File: src/rtl/zxb_pkg.sv
// Shared definitions for the ZX bus slave: port offsets, CTRL bit layout and FSM state encodings.
package zxb_pkg;

    localparam logic [1:0] OFF_PAGE    = 2'd0;
    localparam logic [1:0] OFF_CTRL    = 2'd1;
    localparam logic [1:0] OFF_SCRATCH = 2'd2;
    localparam logic [1:0] OFF_ACCNT   = 2'd3;

    localparam int CTRL_MEN = 0;
    localparam int PAGE_W   = 5;

    typedef enum logic [2:0] {
        MS_IDLE   = 3'd0,
        MS_SETUP  = 3'd1,
        MS_WAIT   = 3'd2,
        MS_STROBE = 3'd3,
        MS_HOLD   = 3'd4
    } mem_state_t;

    typedef enum logic [1:0] {
        PS_IDLE = 2'd0,
        PS_STB  = 2'd1,
        PS_HOLD = 2'd2
    } port_state_t;

    // The page register selects a 16 KB window of the 512 KB SRAM.
    function automatic logic [18:0] sram_addr_f(input logic [PAGE_W-1:0] page, input logic [13:0] offset);
        return {page, offset};
    endfunction

endpackage

File: src/rtl/zxb_sram_if.sv
// Memory access sequencer: SETUP / WAIT / STROBE / HOLD timing and registered SRAM pin drive.
module zxb_sram_if
    import zxb_pkg::*;
#(
    parameter int MEM_WAIT = 2
) (
    input  logic        clk,
    input  logic        reset,
    input  logic        start,
    input  logic        mem_req,
    input  logic        rnw,
    input  logic [7:0]  wdata,
    input  logic [18:0] addr,
    input  logic [7:0]  sram_dq_i,
    output logic        mem_stb,
    output logic        rd_done,
    output logic [18:0] sram_addr,
    output logic [7:0]  sram_dq_o,
    output logic        sram_dq_oe,
    output logic        sram_cs_n,
    output logic        sram_oe_n,
    output logic        sram_we_n
);

    localparam logic [3:0] WAIT_LAST = 4'(MEM_WAIT - 1);

    mem_state_t  state_r, state_next_s;
    logic [3:0]  wait_cnt_r;
    logic        rnw_r, rnw_eff_s;
    logic        active_next_s, we_next_s;
    logic [18:0] addr_r;
    logic [7:0]  dq_o_r;
    logic        stb_r, cs_n_r, oe_n_r, we_n_r, dq_oe_r;

    // Next-state logic and the pin levels that the next state will need.
    always_comb begin
        state_next_s = state_r;
        case (state_r)
            MS_IDLE: begin
                if (start) state_next_s = MS_SETUP;
                else       state_next_s = MS_IDLE;
            end
            MS_SETUP: begin
                if (MEM_WAIT > 0) state_next_s = MS_WAIT;
                else              state_next_s = MS_STROBE;
            end
            MS_WAIT: begin
                if (wait_cnt_r == WAIT_LAST) state_next_s = MS_STROBE;
                else                         state_next_s = MS_WAIT;
            end
            MS_STROBE: state_next_s = MS_HOLD;
            MS_HOLD: begin
                if (!mem_req) state_next_s = MS_IDLE;
                else          state_next_s = MS_HOLD;
            end
            default: state_next_s = MS_IDLE;
        endcase

        if (state_r == MS_IDLE) rnw_eff_s = rnw;
        else                    rnw_eff_s = rnw_r;

        active_next_s = (state_next_s == MS_SETUP) || (state_next_s == MS_WAIT) ||
                        (state_next_s == MS_STROBE);
        // Write strobe releases one cycle early so data is held through STROBE.
        we_next_s = ((state_next_s == MS_SETUP) || (state_next_s == MS_WAIT)) && !rnw_eff_s;
    end

    // State, wait counter, access latches and registered SRAM pins.
    always_ff @(posedge clk) begin
        if (reset) begin
            state_r    <= MS_IDLE;
            wait_cnt_r <= 4'd0;
            rnw_r      <= 1'b1;
            addr_r     <= 19'd0;
            dq_o_r     <= 8'd0;
            stb_r      <= 1'b0;
            cs_n_r     <= 1'b1;
            oe_n_r     <= 1'b1;
            we_n_r     <= 1'b1;
            dq_oe_r    <= 1'b0;
        end else begin
            state_r <= state_next_s;
            if (state_r == MS_WAIT) wait_cnt_r <= wait_cnt_r + 4'd1;
            else                    wait_cnt_r <= 4'd0;
            if ((state_r == MS_IDLE) && start) begin
                rnw_r  <= rnw;
                addr_r <= addr;
                dq_o_r <= rnw ? 8'd0 : wdata;
            end else begin
                rnw_r  <= rnw_r;
                addr_r <= addr_r;
                dq_o_r <= dq_o_r;
            end
            stb_r   <= (state_next_s == MS_STROBE);
            cs_n_r  <= !active_next_s;
            oe_n_r  <= !(active_next_s && rnw_eff_s);
            we_n_r  <= !we_next_s;
            dq_oe_r <= active_next_s && !rnw_eff_s;
        end
    end

    assign mem_stb    = stb_r;
    assign rd_done    = (state_r == MS_STROBE) && rnw_r;
    assign sram_addr  = addr_r;
    assign sram_dq_o  = dq_o_r;
    assign sram_dq_oe = dq_oe_r;
    assign sram_cs_n  = cs_n_r;
    assign sram_oe_n  = oe_n_r;
    assign sram_we_n  = we_n_r;

endmodule

File: src/rtl/zxb_slave.sv
// ZX bus slave: address decode, four-register port block, port handshake and paged SRAM window.
module zxb_slave
    import zxb_pkg::*;
#(
    parameter logic [7:0] PORT_BASE = 8'hF0,
    parameter logic [1:0] MEM_WIN   = 2'b11,
    parameter int         MEM_WAIT  = 2
) (
    input  logic        clk,
    input  logic        reset,
    input  logic [15:0] zaddr,
    input  logic [7:0]  zdata_in,
    input  logic        zxb_rnw,
    input  logic        zxb_mni,
    output logic        zxb_en,
    input  logic        mem_req,
    output logic        mem_stb,
    input  logic        port_req,
    output logic        port_stb,
    output logic [7:0]  rdata,
    output logic [18:0] sram_addr,
    output logic [7:0]  sram_dq_o,
    output logic        sram_dq_oe,
    input  logic [7:0]  sram_dq_i,
    output logic        sram_cs_n,
    output logic        sram_oe_n,
    output logic        sram_we_n
);

    port_state_t       port_state_r, port_state_next_s;
    logic              port_stb_r, port_go_s, port_wr_s;
    logic              mem_hit_s, port_hit_s, mem_start_s, mem_rd_done_s;
    logic [PAGE_W-1:0] page_r;
    logic              ctrl_men_r;
    logic [7:0]        scratch_r, accnt_r, rdata_r, port_rd_s;

    assign mem_hit_s   = zxb_mni && ctrl_men_r && (zaddr[15:14] == MEM_WIN);
    assign port_hit_s  = !zxb_mni && (zaddr[7:2] == PORT_BASE[7:2]);
    assign zxb_en      = mem_hit_s || port_hit_s;
    assign mem_start_s = mem_req && mem_hit_s;

    // Port handshake: act once on the first request cycle, then wait for release.
    always_comb begin
        port_state_next_s = port_state_r;
        port_go_s         = 1'b0;
        case (port_state_r)
            PS_IDLE: begin
                if (port_req && port_hit_s) begin
                    port_go_s         = 1'b1;
                    port_state_next_s = PS_STB;
                end else begin
                    port_state_next_s = PS_IDLE;
                end
            end
            PS_STB: port_state_next_s = PS_HOLD;
            PS_HOLD: begin
                if (!port_req) port_state_next_s = PS_IDLE;
                else           port_state_next_s = PS_HOLD;
            end
            default: port_state_next_s = PS_IDLE;
        endcase
        port_wr_s = port_go_s && !zxb_rnw;
    end

    // Register read mux; unimplemented bits read as zero.
    always_comb begin
        port_rd_s = 8'd0;
        case (zaddr[1:0])
            OFF_PAGE:    port_rd_s = {3'd0, page_r};
            OFF_CTRL:    port_rd_s = {7'd0, ctrl_men_r};
            OFF_SCRATCH: port_rd_s = scratch_r;
            OFF_ACCNT:   port_rd_s = accnt_r;
            default:     port_rd_s = 8'd0;
        endcase
    end

    // Port FSM state and completion pulse.
    always_ff @(posedge clk) begin
        if (reset) begin
            port_state_r <= PS_IDLE;
            port_stb_r   <= 1'b0;
        end else begin
            port_state_r <= port_state_next_s;
            port_stb_r   <= (port_state_next_s == PS_STB);
        end
    end

    // Configuration registers and the completed-access counter (a clear beats a count).
    always_ff @(posedge clk) begin
        if (reset) begin
            page_r     <= 5'd0;
            ctrl_men_r <= 1'b0;
            scratch_r  <= 8'd0;
            accnt_r    <= 8'd0;
        end else begin
            if (port_wr_s && (zaddr[1:0] == OFF_PAGE))    page_r     <= zdata_in[PAGE_W-1:0];
            else                                          page_r     <= page_r;
            if (port_wr_s && (zaddr[1:0] == OFF_CTRL))    ctrl_men_r <= zdata_in[CTRL_MEN];
            else                                          ctrl_men_r <= ctrl_men_r;
            if (port_wr_s && (zaddr[1:0] == OFF_SCRATCH)) scratch_r  <= zdata_in;
            else                                          scratch_r  <= scratch_r;
            if (port_wr_s && (zaddr[1:0] == OFF_ACCNT))   accnt_r    <= 8'd0;
            else if (mem_stb)                             accnt_r    <= accnt_r + 8'd1;
            else                                          accnt_r    <= accnt_r;
        end
    end

    // Read data holds until either path completes a read.
    always_ff @(posedge clk) begin
        if (reset)                      rdata_r <= 8'd0;
        else if (port_go_s && zxb_rnw)  rdata_r <= port_rd_s;
        else if (mem_rd_done_s)         rdata_r <= sram_dq_i;
        else                            rdata_r <= rdata_r;
    end

    assign port_stb = port_stb_r;
    assign rdata    = rdata_r;

    zxb_sram_if #(
        .MEM_WAIT (MEM_WAIT)
    ) u_sram_if (
        .clk        (clk),
        .reset      (reset),
        .start      (mem_start_s),
        .mem_req    (mem_req),
        .rnw        (zxb_rnw),
        .wdata      (zdata_in),
        .addr       (sram_addr_f(page_r, zaddr[13:0])),
        .sram_dq_i  (sram_dq_i),
        .mem_stb    (mem_stb),
        .rd_done    (mem_rd_done_s),
        .sram_addr  (sram_addr),
        .sram_dq_o  (sram_dq_o),
        .sram_dq_oe (sram_dq_oe),
        .sram_cs_n  (sram_cs_n),
        .sram_oe_n  (sram_oe_n),
        .sram_we_n  (sram_we_n)
    );

endmodule
File: config.mk
export PLATFORM = sky130hd
export DESIGN_NAME = zxb_slave
export DESIGN_NICKNAME = d
export VERILOG_FILES = /design/src/rtl/zxb_pkg.sv /design/src/rtl/zxb_sram_if.sv /design/src/rtl/zxb_slave.sv
export SDC_FILE = /design/constraint.sdc
export NUM_CORES = 1
export LEC_CHECK = 0
export CELL_PAD_IN_SITES_DETAIL_PLACEMENT = 1
export CELL_PAD_IN_SITES_GLOBAL_PLACEMENT = 1
export CORE_UTILIZATION = 30
export DETAILED_ROUTE_END_ITERATION = 7
export PLACE_DENSITY_LB_ADDON = 0.3
export SLEW_MARGIN = 20
export SYNTH_ARGS = -nofsm -noshare
export SYNTH_HDL_FRONTEND = slang
export SYNTH_SLANG_ARGS = --single-unit
File: constraint.sdc
create_clock -name clk -period 1.8 [get_ports clk]
set_clock_uncertainty 0.05 [all_clocks]
set_input_delay 0.27 -clock clk [delete_from_list [all_inputs] [get_ports clk]]
set_output_delay 0.27 -clock clk [all_outputs]
set_load 0.01 [all_outputs]
==> impl_metrics.json, run 1 <==
{
  "fp.coreArea_um2": 9770,
  "grt_usage_pct": 17.2,
  "hold_slack_ns": 0.228,
  "cts_hold_buf": 0,
  "area_growth_pct": 44.2,
  "cellLeakagePower_nw": 1.62,
  "firstDrtPassIters": 4,
  "post-route-min-period_ns": 1.73,
  "async_flop_share_pct": 0,
  "worst_setup_path_start_kind": "primary input",
  "fillers": 1144,
  "arrival_ns": 1.91,
  "cp-startpoint": "zaddr[5]",
  "synth_edf_count": 0,
  "first_global_vias": 2799,
  "wl_per_cell_um": 14.8,
  "netlist.area_leader.share_pct": 48.3,
  "fin_crit_sh_pct": 96.2,
  "yosysMostFrequentCell": "dfxtp_1",
  "antenna_left": 0,
  "syn-instance-count": 328,
  "syn_avg_cell_area_um2": 9.22,
  "die_x_um": 102,
  "fp-row-count": 36,
  "start_util_pct": 30.9,
  "yosysTopAreaCell": "dfxtp_1",
  "grt_pass1_wl_um": 13800,
  "ys_seq_elements": 73,
  "io_pins": 80,
  "drive_above_1_share_pct": 15.3,
  "holdCritStartpoint": "reset",
  "cts_buffer_depth": 2,
  "setup_viol": 0,
  "synth.area.mux_share_pct": 10.8,
  "cts_max_level": 3,
  "max-slew-margin-rel_pct": 74.5,
  "fmax_mhz": 577,
  "rsz0062_at_grt": "false",
  "overflow": 0,
  "drt-vias-per-instance": 4.78,
  "finalHoldViolations": 0,
  "numCtsBuffers": 9,
  "fin_nets": 468,
  "grt_max_degree": 25,
  "portBuffers": 79,
  "diodes": 0,
  "synth_fa_ha_area_share_pct": 1.24,
  "tritoncts": "yes",
  "syn_area_um2": 3020,
  "synth_xor_area_share_pct": 2.90,
  "grt_antenna_before_repair": 0,
  "path_clk_slew_ns": 0.08,
  "slew_viol_final": 0,
  "clock_sinks": 73,
  "synth_top_family_by_area": "simple AND/OR/NAND/NOR gates",
  "crit_path_end_kind": "flip-flop",
  "drc_errors": 0,
  "worst_pin_slew_ns": 0.382,
  "critPathKind": "primary input to flip-flop",
  "min_path_type": "primary input to flip-flop",
  "final-seq-area_um2": 1460,
  "max_cap_violations": 0,
  "routed_wl_um": 8380,
  "via_count": 2702,
  "synth_compound_area_share_pct": 10.0,
  "fin_util_pct": 44.6,
  "status": "complete, no violations",
  "path_max_fanout": 8,
  "p_per_area_nw_per_um2": 708,
  "ys_seq_area_share_pct": 48.3,
  "globalplace.congestion": 0.778,
  "ys_warn_count": 0,
  "drtIter0Drc": 45,
  "yosysUniqueCellTypes": 37,
  "cts_root_buffer": "clkbuf_8",
  "synthFlopType": "dfxtp_1",
  "yosys.area_share.simple_pct": 22.3,
  "multiInputGateArea_um2": 1440,
  "clock_latency_ns": 0.35,
  "yosys-top-cells-count": "73 x dfxtp_1, 55 x nand2_1, 37 x nor2_1",
  "die_area_um2": 10500,
  "required_ns": 1.98,
  "syn_nets": 369,
  "synth.area.top_cells": "dfxtp_1 48%, mux2i_1 8.9%, nand2_1 6.8%, a21oi_1 5.3%, nor2_1 4.6%",
  "die_y_um": 102,
  "peakVddDrop_mv": 0.311,
  "r2r-start": "ctrl_men_r",
  "dp_hpwl_um": 6160
}
==> kinds of logic after synthesis <==
group                    count (synthesis)
AO/OA/AOI/OAI                           49
XOR/XNOR                                10
adder cells (fa/ha/maj)                  3
buffers and inverters                   26
flip-flops                              73
multiplexers                            31
AND/OR/NAND/NOR                        136
==> sequential cells by signal (all words and copies together) (netlist names) <==
signal and cells:
ctrl_men_r 1, u_sram_if.wait_cnt_r 4, scratch_r 8, u_sram_if.sram_oe_n 1, u_sram_if.sram_addr 19, u_sram_if.state_r 3, u_sram_if.sram_dq_oe 1, accnt_r 8
port_stb 1, u_sram_if.sram_cs_n 1, u_sram_if.rnw_r 1, port_state_r 2, u_sram_if.mem_stb 1, u_sram_if.sram_we_n 1, u_sram_if.sram_dq_o 8, rdata 8
page_r 5
==> cell usage in the layout (no fill, tap or decap), types with 6 or more instances in the layout <==
cell / n
nand3b_1: 11
nor2_1: 37
nand2_1: 55
nand4_1: 7
xnor2_1: 6
clkdlybuf4s50_1: 77
dfxtp_1: 72
clkbuf_8: 10
a21oi_1: 32
mux2i_1: 26
buf_4: 30
a211oi_1: 9
==> metrics by stage <==
step / setup TNS, ns / power [mW] / instances / cell area, µm² / setup slack [ns]
after detailed placement: -11.41 / 1.84 / 546 / 4140 / -0.302
after global routing: 0 / 3.21 / 565 / 4360 / 0.0140
after CTS: 0 / 3.13 / 564 / 4350 / 0.0275
after global placement: -10.23 / 1.84 / 546 / 4140 / -0.317
final: 0 / 3.08 / 565 / 4360 / 0.0684
after floorplan: 0 / 1.71 / 328 / 3020 / 0.115
==> repair_timing <==
action	4_1_cts	5_1_grt
buffers inserted	2	1
endpoints found under the setup margin	2	6
pin swaps	2	2
resized for setup	4	4
==> worst max-delay path: stages <==
cell and delay, ns:
clkdlybuf4s50_1 0.48, and4b_2 0.28, buf_4 0.12, buf_4 0.12
and4_4 0.24, buf_12 0.14, mux2i_2 0.20, nor2_1 0.05
==> final timing paths <==
kind | end | slack (ns) | cells past startpoint
setup / recovery | scratch_r[0] | 0.07 | 8
hold / removal | page_r[0] | 0.23 | 2
setup reg to reg | u_sram_if.sram_dq_o[4] | 0.20 | 6
hold reg to reg | u_sram_if.sram_addr[13] | 0.40 | 2
==> layer usage <==
metal / global-route usage, % / part of all wire (%) / up-vias
met4: 4.95 / 0.91 / 0
met3: 4.31 / 3.5 / 5
met2: 29.4 / 50 / 58
li1: - / - / 1330
met5: 0 / 0 / -
met1: 21.3 / 46 / 1309
==> where the power goes <==
part           leakage (nW)  total, mW  switching [mW]  internal [mW]
Combinational         0.938      0.194          0.0801          0.114
Clock                0.0953       1.28           0.602          0.673
Sequential            0.588       1.61        0.000373           1.61
==> area by class of cell <==
cell class	instances	area share (%)
Timing Repair Buffer	113	24.9
Tap cell	133	3.82
Sequential cell	73	33.6
Clock buffer	11	3.24
Clock inverter	5	1.26
Inverter	1	0.0861
Multi-Input combinational cell	229	33.1
(Power assumes the default switching activity.)
==> inputs of run 2 (changes only) <==
==> constraint.sdc (replaced) <==
create_clock -name clk -period 1.8 [get_ports clk]
set_clock_uncertainty 0.05 [all_clocks]
set_input_delay 0.54 -clock clk [delete_from_list [all_inputs] [get_ports clk]]
set_output_delay 0.54 -clock clk [all_outputs]
set_load 0.01 [all_outputs]
==> impl_metrics.json, run 2 (synthesis gave the netlist of run 1 again) <==
{
  "arrival_ns": 1.18,
  "overflow": 0,
  "finalHoldViolations": 0,
  "start_util_pct": 30.9,
  "grt_pass1_wl_um": 13700,
  "crit_buf_inv": 2,
  "multiInputGateArea_um2": 1470,
  "grt_usage_pct": 17.3,
  "fin_nets": 477,
  "dp_hpwl_um": 6010,
  "fin_crit_sh_pct": 98.4,
  "wl_per_cell_um": 15.3,
  "p_clk_share_pct": 48.2,
  "setup_viol": 0,
  "cts_hold_buf": 0,
  "area_growth_pct": 49.7,
  "die_area_um2": 10500,
  "final-seq-area_um2": 1460,
  "cellLeakagePower_nw": 1.95,
  "tritoncts": "yes",
  "numCtsBuffers": 9,
  "fp.coreArea_um2": 9770,
  "post-route-min-period_ns": 1.77,
  "cp_common_cell": "nand2_1",
  "globalplace.congestion": 0.744,
  "hold_depth": 3,
  "antenna_left": 0,
  "r2r_cells": 6,
  "clock_sinks": 73,
  "path_depth": 5,
  "max-slew-margin-rel_pct": 75.1,
  "drive_above_1_share_pct": 18.8,
  "path_clk_slew_ns": 0.08,
  "via_count": 2736,
  "p_int_mw": 2.79,
  "path_delay_family": "simple AND/OR/NAND/NOR gates",
  "peakVddDrop_mv": 0.492,
  "power.switching_mw": 0.699,
  "drt-vias-per-instance": 4.77,
  "worst_setup_path_start_kind": "primary input",
  "diodes": 0,
  "clock_latency_ns": 0.35,
  "layout_setup_ws_ns": 0.0291,
  "critPathKind": "primary input to primary output",
  "cts_max_level": 3,
  "first_global_vias": 2765,
  "place_area_um2": 4140,
  "p_per_area_nw_per_um2": 771,
  "cts_buffer_depth": 2,
  "drc_errors": 0,
  "grt_antenna_before_repair": 0,
  "cts_root_buffer": "clkbuf_8",
  "max_cap_violations": 0,
  "status": "complete, no violations",
  "grt_max_degree": 36,
  "slowest_stage": "and4b_1",
  "firstDrtPassIters": 4,
  "fin_area_um2": 4520,
  "die_y_um": 102,
  "fillers": 1149,
  "slew_viol_final": 0,
  "crit_path_end_kind": "primary output",
  "rsz0062_at_grt": "true",
  "p_sw_share_pct": 20.1,
  "cpPeakStageDelay_ns": 0.27,
  "required_ns": 1.21,
  "final_cell_mix": "72 x dfxtp_1, 55 x nand2_1, 42 x dlygate4sd2_1, 37 x nor2_1, 32 x buf_4",
  "portBuffers": 79,
  "fmax_mhz": 565,
  "final_common_cell": "dfxtp_1",
  "io_pins": 80,
  "die_x_um": 102,
  "worst_pin_slew_ns": 0.372,
  "drtIter0Drc": 37,
  "combPwrFrac_pct": 5.5,
  "min_path_type": "primary input to flip-flop",
  "path_max_fanout": 2,
  "worstPathCellList": "buf_6 -> and4b_1 -> nand2_1 -> nand2_1 -> buf_2",
  "largest_reg_flops": 19,
  "power_frac_seq_pct": 46.3,
  "routed_wl_um": 8770,
  "place_ws_ns": -0.735,
  "fp-row-count": 36
}
==> run 2: changes by cell type in the layout (fill, tap and decap cells not counted), moves of 2 or more <==
cell             delta
buf_4               +2
clkbuf_16           +2
nor3b_4             +2
dlygate4sd2_1      +42
clkdlybuf4s50_1    -53
dlymetal6s2s_1      +3
buf_6               +4
bufinv_16           +3
clkinv_2            -2
clkbuf_2            +3
buf_2               +3
==> run 2: worst min-delay path, delay by kind of cell <==
kind / cells / cell delay, ns
compound gates: 1 / 0.06
buf+inv: 1 / 0.09
simple gates: 1 / 0.05
==> run 2: final cells by class <==
| cell class | count | area share [%] |
|---|---|---|
| clock buffers | 11 | 2.90 |
| flip-flops and latches | 73 | 32.3 |
| inverters | 1 | 0.0830 |
| well taps | 133 | 3.68 |
| repair buffers | 122 | 25.7 |
| clock inverters | 5 | 2.82 |
| multi-input cells | 229 | 32.5 |
==> run 2: path summary, 6_finish.rpt <==
check	to	slack [ns]	startpoint
max	zxb_en	0.03	zxb_mni
min	u_sram_if.sram_addr[7]	0.38	zaddr[7]
max reg2reg	u_sram_if.sram_addr[10]	0.07	ctrl_men_r
min reg2reg	u_sram_if.sram_addr[9]	0.40	u_sram_if.sram_addr[9]
==> run 2: routing by layer <==
layer / track usage (%) / up-vias / part of all wire (%)
met2: 30.0 / 52 / 49
li1: - / 1349 / -
met5: 0 / - / 0
met4: 8.24 / 0 / 1.8
met3: 2.94 / 12 / 4.1
met1: 20.6 / 1323 / 45
==> run 2: power by group through the flow <==
stage / clock, mW / combinational (mW) / sequential [mW]
floorplan: 0 / 0.0546 / 1.65
global placement: 0 / 0.190 / 1.65
detailed placement: 0 / 0.193 / 1.65
CTS: 1.72 / 0.195 / 1.61
global route: 1.79 / 0.207 / 1.61
finish: 1.68 / 0.193 / 1.61
==> run 2: through the flow <==
step           cells  hold slack [ns]  power [mW]  utilization (%)  TNS [ns]
5_1_grt          574            0.386        3.61             46.3  -0.00333
6_report         574            0.385        3.49             46.3         0
4_1_cts          571            0.407        3.52             45.7   -0.0114
2_1_floorplan    328            0.383        1.71                -         0
3_5_place_dp     545            0.399        1.85             42.4    -28.39
3_3_place_gp     545            0.388        1.84             42.4    -27.38
==> run 2: what timing repair did <==
| item | 4_1_cts | 5_1_grt |
|---|---|---|
| setup endpoints to repair | 87 | 29 |
| setup buffers | 9 | 1 |
| pin swaps | 7 | 6 |
| cloned | 1 | 2 |
| gates resized for setup | 70 | 16 |
==> inputs of run 3 (changes only) <==
Clock period 1.8 ns to 2.1 ns, I/O delays scaled along.
==> impl_metrics.json, run 3 (synthesis gave the netlist of run 1 again) <==
{
  "status": "complete, no violations",
  "holdCritStartpoint": "u_sram_if.sram_addr[6]",
  "dp_hpwl_um": 6020,
  "cts_hold_buf": 0,
  "drt-vias-per-instance": 4.77,
  "portBuffers": 79,
  "path_max_fanout": 2,
  "die_x_um": 102,
  "hold_slack_ns": 0.403,
  "required_ns": 1.42,
  "via_count": 2707,
  "grt_pass1_wl_um": 13700,
  "fin_crit_sh_pct": 97.0,
  "max_cap_violations": 0,
  "r2r_cells": 5,
  "max-slew-margin-rel_pct": 74.0,
  "fin_nets": 470,
  "cts_max_level": 3,
  "crit_path_end_kind": "primary output",
  "overflow": 0,
  "antenna_left": 0,
  "fmax_mhz": 491,
  "cts_root_buffer": "clkbuf_8",
  "drive_above_1_share_pct": 14.7,
  "clock_sinks": 73,
  "layout_setup_ws_ns": 0.0622,
  "fp.coreArea_um2": 9770,
  "final_cell_mix": "73 x dfxtp_1, 67 x clkdlybuf4s50_1, 55 x nand2_1, 37 x nor2_1, 32 x a21oi_1",
  "tritoncts": "yes",
  "cellLeakagePower_nw": 1.68,
  "fillers": 1128,
  "routed_wl_um": 8490,
  "path_clk_slew_ns": 0.07,
  "largest_reg_flops": 19,
  "arrival_ns": 1.36,
  "p_per_area_nw_per_um2": 582,
  "drc_errors": 0,
  "min_path_type": "flip-flop to flip-flop",
  "post-route-min-period_ns": 2.04,
  "first_global_vias": 2748,
  "die_y_um": 102,
  "start_util_pct": 30.9,
  "firstDrtPassIters": 4,
  "fp-row-count": 36,
  "final-seq-area_um2": 1460,
  "die_area_um2": 10500,
  "reg2reg_slack_ns": 0.31,
  "setup_viol": 0,
  "globalplace.congestion": 0.808,
  "cts_buffer_depth": 2,
  "numCtsBuffers": 9,
  "drtIter0Drc": 72,
  "multiInputGateArea_um2": 1440,
  "grt_max_degree": 29,
  "final_common_cell": "dfxtp_1",
  "r2r-start": "u_sram_if.state_r[0]",
  "place_ws_ns": -0.634,
  "worst_pin_slew_ns": 0.390,
  "hold_depth": 2,
  "r2r-end": "u_sram_if.rnw_r",
  "slew_viol_final": 0,
  "clock_latency_ns": 0.35,
  "io_pins": 80,
  "fin_total_pwr_mw": 2.54,
  "wl_per_cell_um": 15.0,
  "peakVddDrop_mv": 0.323,
  "area_growth_pct": 44.5,
  "hold_end": "u_sram_if.sram_addr[6]",
  "grt_antenna_before_repair": 0,
  "grt_usage_pct": 17.3,
  "diodes": 0,
  "finalHoldViolations": 0,
  "worst_setup_path_start_kind": "primary input",
  "critPathKind": "primary input to primary output"
}
[run 3: critical path, stage by stage]
cell	delay (ns)
clkdlybuf4s15_1	0.18
and4b_1	0.28
nand2_1	0.08
nand2_1	0.06
buf_2	0.12
[run 3: cell type report]
type | count | area share (%)
clock buffer | 13 | 3.64
clock inverter | 3 | 0.344
inverter | 1 | 0.0859
multi-input combinational | 229 | 33.0
sequential | 73 | 33.5
tap | 133 | 3.81
timing repair buffer | 115 | 25.7
[run 3: per-stage QoR]
stage / utilization, % / area, µm² / TNS, ns / cells
global placement: 42.2 / 4120 / -13.78 / 544
global route: 44.7 / 4370 / -0.00911 / 567
detailed placement: 42.2 / 4120 / -15.14 / 544
floorplan: - / 3020 / 0 / 328
CTS: 44.2 / 4320 / 0 / 564
finish: 44.7 / 4370 / 0 / 567
[run 3: worst max-delay path by stage]
| stage | startpoint | end | cells past startpoint |
|---|---|---|---|
| CTS | zxb_mni | zxb_en | 5 |
| detailed placement | zaddr[4] | zxb_en | 5 |
| global placement | zxb_mni | zxb_en | 5 |
| finish | zxb_mni | zxb_en | 5 |
| floorplan | zaddr[1] | accnt_r[0] | 5 |
| global route | zxb_mni | zxb_en | 5 |
[run 3: report_power, final]
group / switching, mW / internal, mW / leakage [nW]
Combinational: 0.0677 / 0.0933 / 0.995
Clock: 0.509 / 0.489 / 0.0932
Sequential: 0.000315 / 1.38 / 0.588
[run 3: routing by layer]
layer / track usage (%) / vias to the layer above / share of wire (%)
li1: - / 1330 / -
met1: 22.2 / 1309 / 46
met2: 27.9 / 56 / 48
met3: 3.69 / 12 / 4.4
met4: 7.58 / 0 / 1.7
met5: 0 / - / 0
[run 3: what timing repair did]
action	4_1_cts	5_1_grt
setup endpoints to repair	1	8
cloned	0	1
pin swaps	3	5
setup buffers	4	2
resized for setup	12	9
hold endpoints to repair	0	0
